## config.mk

```make
export PLATFORM = sky130hd
export DESIGN_NAME = ifetch_unit
export DESIGN_NICKNAME = d
export VERILOG_FILES = /design/src/rtl/ifetch_unit.sv
export SDC_FILE = /design/constraint.sdc
export NUM_CORES = 1
export LEC_CHECK = 0
export ABC_AREA = 0
export CAP_MARGIN = 40
export CORE_MARGIN = 2
export CORE_UTILIZATION = 49
export CTS_CLUSTER_SIZE = 20
export DETAILED_ROUTE_END_ITERATION = 10
export GPL_ROUTABILITY_DRIVEN = 0
export PLACE_DENSITY = 0.77
export SLEW_MARGIN = 20
export SYNTH_ARGS = -nofsm -noshare
export SYNTH_HDL_FRONTEND = slang
export SYNTH_SLANG_ARGS = --single-unit
```

## constraint.sdc

```tcl
create_clock -name clk -period 10.6 [get_ports clk]
set_clock_uncertainty 0.1 [all_clocks]
set_input_delay 2.12 -clock clk [delete_from_list [all_inputs] [get_ports clk]]
set_output_delay 2.12 -clock clk [all_outputs]
set_load 0.05 [all_outputs]
```

## src/rtl/ifetch_unit.sv

```systemverilog
// Instruction fetch: owns the PC, issues one icache lookup at a time, falls back to the
// memory bus on a miss and queues {pc, word} for decode. Define IFETCH_PERF_EN for hit/miss counters.
module ifetch_unit #(
  parameter logic [31:0] RESET_PC = 32'h0000_0000,
  parameter int          IQ_DEPTH = 4
) (
  input  logic        clk,
  input  logic        reset,
  input  logic        redirect_valid,
  input  logic [31:0] redirect_pc,
  output logic [31:0] ic_addr,
  output logic        ic_valid,
  input  logic        ic_hit,
  input  logic [31:0] ic_data,
  output logic        mem_req,
  output logic [31:0] mem_addr,
  input  logic        mem_ack,
  input  logic [31:0] mem_rdata,
  output logic        inst_valid,
  output logic [31:0] inst_data,
  output logic [31:0] inst_pc,
  input  logic        inst_ready
`ifdef IFETCH_PERF_EN
  ,
  output logic [31:0] perf_hits,
  output logic [31:0] perf_misses
`endif
);
  localparam int PTR_W = $clog2(IQ_DEPTH);
  localparam int CNT_W = PTR_W + 1;
  localparam logic [CNT_W-1:0] DEPTH = CNT_W'(IQ_DEPTH);

  typedef enum logic [1:0] {FETCH, CHECK, MISS} state_t;

  state_t           state_q;
  logic [31:0]      pc_q;
  logic             squash_q;
  logic [31:0]      iq_pc_q   [IQ_DEPTH];
  logic [31:0]      iq_data_q [IQ_DEPTH];
  logic [PTR_W-1:0] rd_ptr_q;
  logic [PTR_W-1:0] wr_ptr_q;
  logic [CNT_W-1:0] count_q;

  logic        push;
  logic        pop;
  logic [31:0] push_data;
  logic [31:0] redirect_target;
  logic        iq_has_room;

  assign redirect_target = {redirect_pc[31:2], 2'b00};
  assign iq_has_room     = count_q < DEPTH;

  assign ic_valid   = (state_q == FETCH) && iq_has_room && !reset;
  assign ic_addr    = pc_q;
  assign mem_req    = (state_q == MISS);
  assign mem_addr   = pc_q;
  assign inst_valid = (count_q != '0);
  assign inst_pc    = iq_pc_q[rd_ptr_q];
  assign inst_data  = iq_data_q[rd_ptr_q];

  // A redirect swallows both the pop and any word arriving in the same cycle.
  assign pop = inst_valid && inst_ready && !redirect_valid;

  always_comb begin
    push      = 1'b0;
    push_data = ic_data;
    if (!redirect_valid) begin
      if (state_q == CHECK) begin
        push = ic_hit;
      end else if ((state_q == MISS) && mem_ack && !squash_q) begin
        push      = 1'b1;
        push_data = mem_rdata;
      end
    end
  end

  always_ff @(posedge clk or posedge reset) begin
    if (reset) begin
      rd_ptr_q <= '0;
      wr_ptr_q <= '0;
      count_q  <= '0;
      for (int i = 0; i < IQ_DEPTH; i++) begin
        iq_pc_q[i]   <= '0;
        iq_data_q[i] <= '0;
      end
    end else if (redirect_valid) begin
      rd_ptr_q <= '0;
      wr_ptr_q <= '0;
      count_q  <= '0;
    end else begin
      if (push) begin
        iq_pc_q[wr_ptr_q]   <= pc_q;
        iq_data_q[wr_ptr_q] <= push_data;
        wr_ptr_q            <= wr_ptr_q + PTR_W'(1);
      end
      if (pop) begin
        rd_ptr_q <= rd_ptr_q + PTR_W'(1);
      end
      if (push && !pop) begin
        count_q <= count_q + CNT_W'(1);
      end else if (pop && !push) begin
        count_q <= count_q - CNT_W'(1);
      end
    end
  end

  // A redirect during MISS must still wait out the bus beat; squash_q marks it as dead.
  always_ff @(posedge clk or posedge reset) begin
    if (reset) begin
      state_q  <= FETCH;
      pc_q     <= RESET_PC;
      squash_q <= 1'b0;
    end else begin
      case (state_q)
        FETCH: begin
          if (redirect_valid) begin
            pc_q <= redirect_target;
          end else if (iq_has_room) begin
            state_q <= CHECK;
          end
        end
        CHECK: begin
          if (redirect_valid) begin
            pc_q    <= redirect_target;
            state_q <= FETCH;
          end else if (ic_hit) begin
            pc_q    <= pc_q + 32'd4;
            state_q <= FETCH;
          end else begin
            state_q <= MISS;
          end
        end
        MISS: begin
          if (redirect_valid) begin
            pc_q     <= redirect_target;
            squash_q <= !mem_ack;
            if (mem_ack) begin
              state_q <= FETCH;
            end
          end else if (mem_ack) begin
            if (!squash_q) begin
              pc_q <= pc_q + 32'd4;
            end
            squash_q <= 1'b0;
            state_q  <= FETCH;
          end
        end
        default: state_q <= FETCH;
      endcase
    end
  end

`ifdef IFETCH_PERF_EN
  logic [31:0] perf_hits_q;
  logic [31:0] perf_misses_q;

  always_ff @(posedge clk or posedge reset) begin
    if (reset) begin
      perf_hits_q   <= '0;
      perf_misses_q <= '0;
    end else if (state_q == CHECK) begin
      if (ic_hit) begin
        if (perf_hits_q != '1) perf_hits_q <= perf_hits_q + 32'd1;
      end else begin
        if (perf_misses_q != '1) perf_misses_q <= perf_misses_q + 32'd1;
      end
    end
  end

  assign perf_hits   = perf_hits_q;
  assign perf_misses = perf_misses_q;
`endif
endmodule

```

Word level (Yosys, flattened, before mapping). Cells that the tools add are included.

Bits of input ports: 102. Output and inout port bits: 131. Word-level logic and storage cells: 99. Register bits: 298.

Multiplexer cells: 38. Eq/ne operators: 9. $lt $le $gt $ge: 4. Reductions and logical operators: 26. Add/sub/neg operators: 5. Bitwise operators: 3.

Operators by type and width (number): 32-bit two-way mux (14); 128-bit bitwise mux (2); 32-bit binary-select mux with 2-bit select (2); 32-bit one-hot mux with 3 select lines (1); 32-bit demux with 2-bit select (1); 32-bit by 3-bit adder with 32-bit output (second input constant) (1); 2-bit two-way mux (9); 1-bit logical AND (9); 3-bit two-way mux (3); 3-bit nonzero test (3); 3-bit >= comparator (second input constant) (2); 1-bit logical NOT (6); 2-bit inequality test (second input constant) (3); 3-bit inequality test (second input constant) (2); 2-bit NOT with 3-bit output (2); 2-bit one-hot mux with 3 select lines (1); 2-bit nonzero test (3); 1-bit two-way mux (5); 5-bit AND reduction (1); 2-bit by 1-bit adder with 2-bit output (second input constant) (2); 2-bit AND reduction (2); 3-bit by 1-bit adder with 3-bit output (second input constant) (1); 3-bit by 1-bit < comparator with 1-bit output (second input constant) (1); 3-bit < comparator (second input constant) (1); 8 further kinds (8).

Longest topological paths before layout.
Depth after elaboration: 11. Gate-level depth with buffers: 11. Gate-level depth less buffers: 10.

Least setup slack after synthesis. OpenSTA, ideal clock, no wires.

Path kind: input -> output. Start: input reset. End: output ic_valid. Required time: 8.380 ns. Stages on the path: 1. Buffers on the path: 0. Arrival: 3.165 ns. Path slack: 5.215 ns. Cell sequence: nor3_1.

Cells in the longest elaborated chain, start to end: 2.

RTL lines: start, declared (RTL line 8) `input logic reset,`; 1-bit logical NOT (no line); 1-bit logical AND (RTL line 53) `assign ic_valid = (state_q == FETCH) && iq_has_room && !reset;`; end, declared (RTL line 12) `output logic ic_valid,`.

No other way between the ends.

Final worst setup path. Ends and elaborated chain as after synthesis.

==> key figures <==
Clock network
  • Inserted Clock Buffers: 34
  • Post-CTS setup buffers: 0
  • CTS tree: yes
  • CTS Buffer Depth: 3
  • Htree depth: 2
  • Clock transition at path regs: around 60 ps
  • Hold buffers post-CTS: 0
  • Post-CTS Resized: 0
  • Clk_lat worst skew: 500 ps
  • Root Buffer: clkbuf_16
  • Clock sink count: about 290

Drt
  • DR vias/cell: approximately 5.7
  • DR vias: approximately 9800
  • Routed Antenna Nets: 0
  • DR WL/cell: approximately 19 um
  • Iter 0 DRT Violations: 861
  • DRC violation count after routing: 0
  • Drt pass-1 iters: 5
  • Wirelength, routed: 32.6 mm

Pwr
  • Peak supply drop: between 0.2 and 0.3 mV
  • Power per cell area: around 350 nW/um^2
  • Leakage: 0.00738 uW

Synth
  • Post-synthesis cell type count: between 50 and 60
  • Post-synthesis sequential area ratio: around 51%
  • Asr flop ratio synth: 100%
  • Number of flops mapped to enable cells by yosys: 0
  • Syn. warnings: 0
  • Synth Flop Type: dfrtp_1
  • Syn avg cell area: about 12 sq um
  • Mapped cell area: between 10000 and 15000 sq um
  • Synthesized instance count: about 1100
  • #FFs+latches synth: between 200 and 300

Die
  • Core region area: around 29000 sq um
  • Die area: 30200 sq um
  • Die W: between 150 and 200 um
  • Initial core utilization: a little under 50%
  • Boundary pin count: around 230
  • Die height: 174 um
  • Row count: between 60 and 70

Final layout
  • Synth-to-Final Area Change: 24.6%
  • Layout cell share with drive strength beyond 1: 23.0%
  • Final-stage net count: around 1400
  • Commonest non-fill, non-tap cells in the layout: dfrtp_1 (286), clkdlybuf4s50_1 (224), a21oi_1 (159)
  • Fillcell total: 2247
  • Commonest non-fill, non-tap cell in the layout: dfrtp_1
  • Antenna cell count: 0

STA
  • Final setup violating endpoints: 0
  • Worst-Margin Slew: a little under 800 ps
  • Final Slew Violations: 0
  • RSZ-0062 raised after global routing: no
  • Setup TNS: 0 ps
  • Fin crit period: ~5900 ps
  • Hold_ws: around 400 ps
  • Fmax: 171 MHz
  • Tcrit/Tclk final: a little under three fifths
  • Final hold vios: 0
  • Max transition margin: between 40 and 50%

Status
  • Status: complete, no violations

Setup path
  • RR Startpoint: state_q[0]
  • CP endpoint kind: output port
  • Crit path launch: reset
  • Crit-path max FO: 2
  • CP required: roughly 8400 ps
  • CP Launch Type: input port
  • Crit path arrival time: about 3600 ps
  • Setup CP Type: input port to output port

Global route
  • GRT busiest layer: met2
  • All-Layer GR Usage: between 20% and 30%
  • First-pass GRT wire length: 53.7 mm
  • Gr ovfl total: 0
  • M1 GR Usage: a little under a third
  • Vias in the first global route: between 9000 and 10000
  • M3 GR Usage: around 4.6%
  • Routing usage on met2: 35.4%
  • Largest net degree at the start of global routing: ~150
  • Initial antenna violation count: 0

Placed design
  • DP HPWL: 20.7 mm
  • Port Buffers: between 200 and 250

Run
  • Max_cap viols: 0

Min path
  • Hold Path Class: flip-flop to flip-flop
  • Hold_sp: iq_pc_q[27]
-- where the power goes --
part           total (uW)  switching (uW)  internal (uW)  leakage (uW)
Combinational        2980            1790           1190       0.00312
Clock                1230             450            784      0.000588
Sequential           1890             396           1490       0.00367
-- layout make-up --
type | count | area [sq um] | area share, %
inverters | 14 | 60.1 | 0.341
well taps | 384 | 480 | 2.73
multi-input cells | 716 | 6150 | 34.9
clock buffers | 51 | 1050 | 5.95
flip-flops and latches | 288 | 7210 | 41.0
clock inverters | 11 | 166 | 0.945
repair buffers | 244 | 2490 | 14.2
-- cell usage after synthesis, types with 14 or more instances --
| master | count | area, sq um |
|---|---|---|
| dfrtp_1 | 288 | 7210 |
| a21oi_1 | 159 | 796 |
| nor2_1 | 156 | 586 |
| mux2_2 | 120 | 1350 |
| mux4_2 | 62 | 1400 |
| buf_4 | 55 | 413 |
| buf_2 | 39 | 195 |
| nand2_1 | 33 | 124 |
| mux2i_4 | 30 | 676 |
| clkbuf_1 | 26 | 97.6 |
| o21ai_0 | 18 | 90.1 |
| inv_1 | 14 | 52.6 |
-- per-layer routing --
| layer | up-vias | share of wire (%) | wire length (um) |
|---|---|---|---|
| met4 | 0 | 1.2 | 403 |
| li1 | 4389 | - | - |
| met2 | 376 | 48 | 15600 |
| met3 | 35 | 7.4 | 2410 |
| met5 | - | 0 | 0 |
| met1 | 4970 | 44 | 14300 |
-- cells by family (layout without fill, tap and decap cells) --
| family | count (synthesis) | after routing | share of synthesized area [%] |
|---|---|---|---|
| AO/OA/AOI/OAI | 230 | 230 | 9.35 |
| XOR/XNOR | 6 | 6 | 0.372 |
| adder cells (fa/ha/maj) | 10 | 10 | 0.938 |
| buffers and inverters | 143 | 320 | 5.89 |
| flip-flops | 288 | 288 | 51.0 |
| multiplexers | 216 | 216 | 24.5 |
| other | 1 | 6 | 0.0265 |
| AND/OR/NAND/NOR | 248 | 248 | 7.93 |
-- sequential cells by signal, summed over array words and instances, names as in the netlist --
signal and flops:
count_q 3, ic_addr 30, iq_data_q 128, iq_pc_q 120, rd_ptr_q 2, squash_q 1
state_q 2, wr_ptr_q 2
-- critical path: stages --
cell             delay [ps]
clkdlybuf4s50_1         510
nor3_1                  170
clkdlybuf4s50_1         830
-- per-stage QoR --
step           std cells  utilization, %  cell area [sq um]  power, uW  setup slack [ps]
4_1_cts             1708            61.7              17600       6150              4740
3_5_place_dp        1646            57.4              16400       4880              4740
3_3_place_gp        1638            56.9              16200       4810              4750
6_report            1708            61.7              17600       6100              4740
5_1_grt             1708            61.7              17600       6390              4710
2_1_floorplan       1147               -              14200       4020               431
-- path summary, 6_finish.rpt --
path,end,slack (ps),cells after the start
setup / recovery,ic_valid,4740,3
hold / removal,iq_pc_q[27],400,1
setup reg to reg,iq_pc_q[94],7370,8
hold reg to reg,iq_pc_q[27],400,1
max in group asynchronous,iq_pc_q[53],7460,3
min in group asynchronous,count_q[0],1910,2
Note: power is estimated with default switching activity, not from simulation.
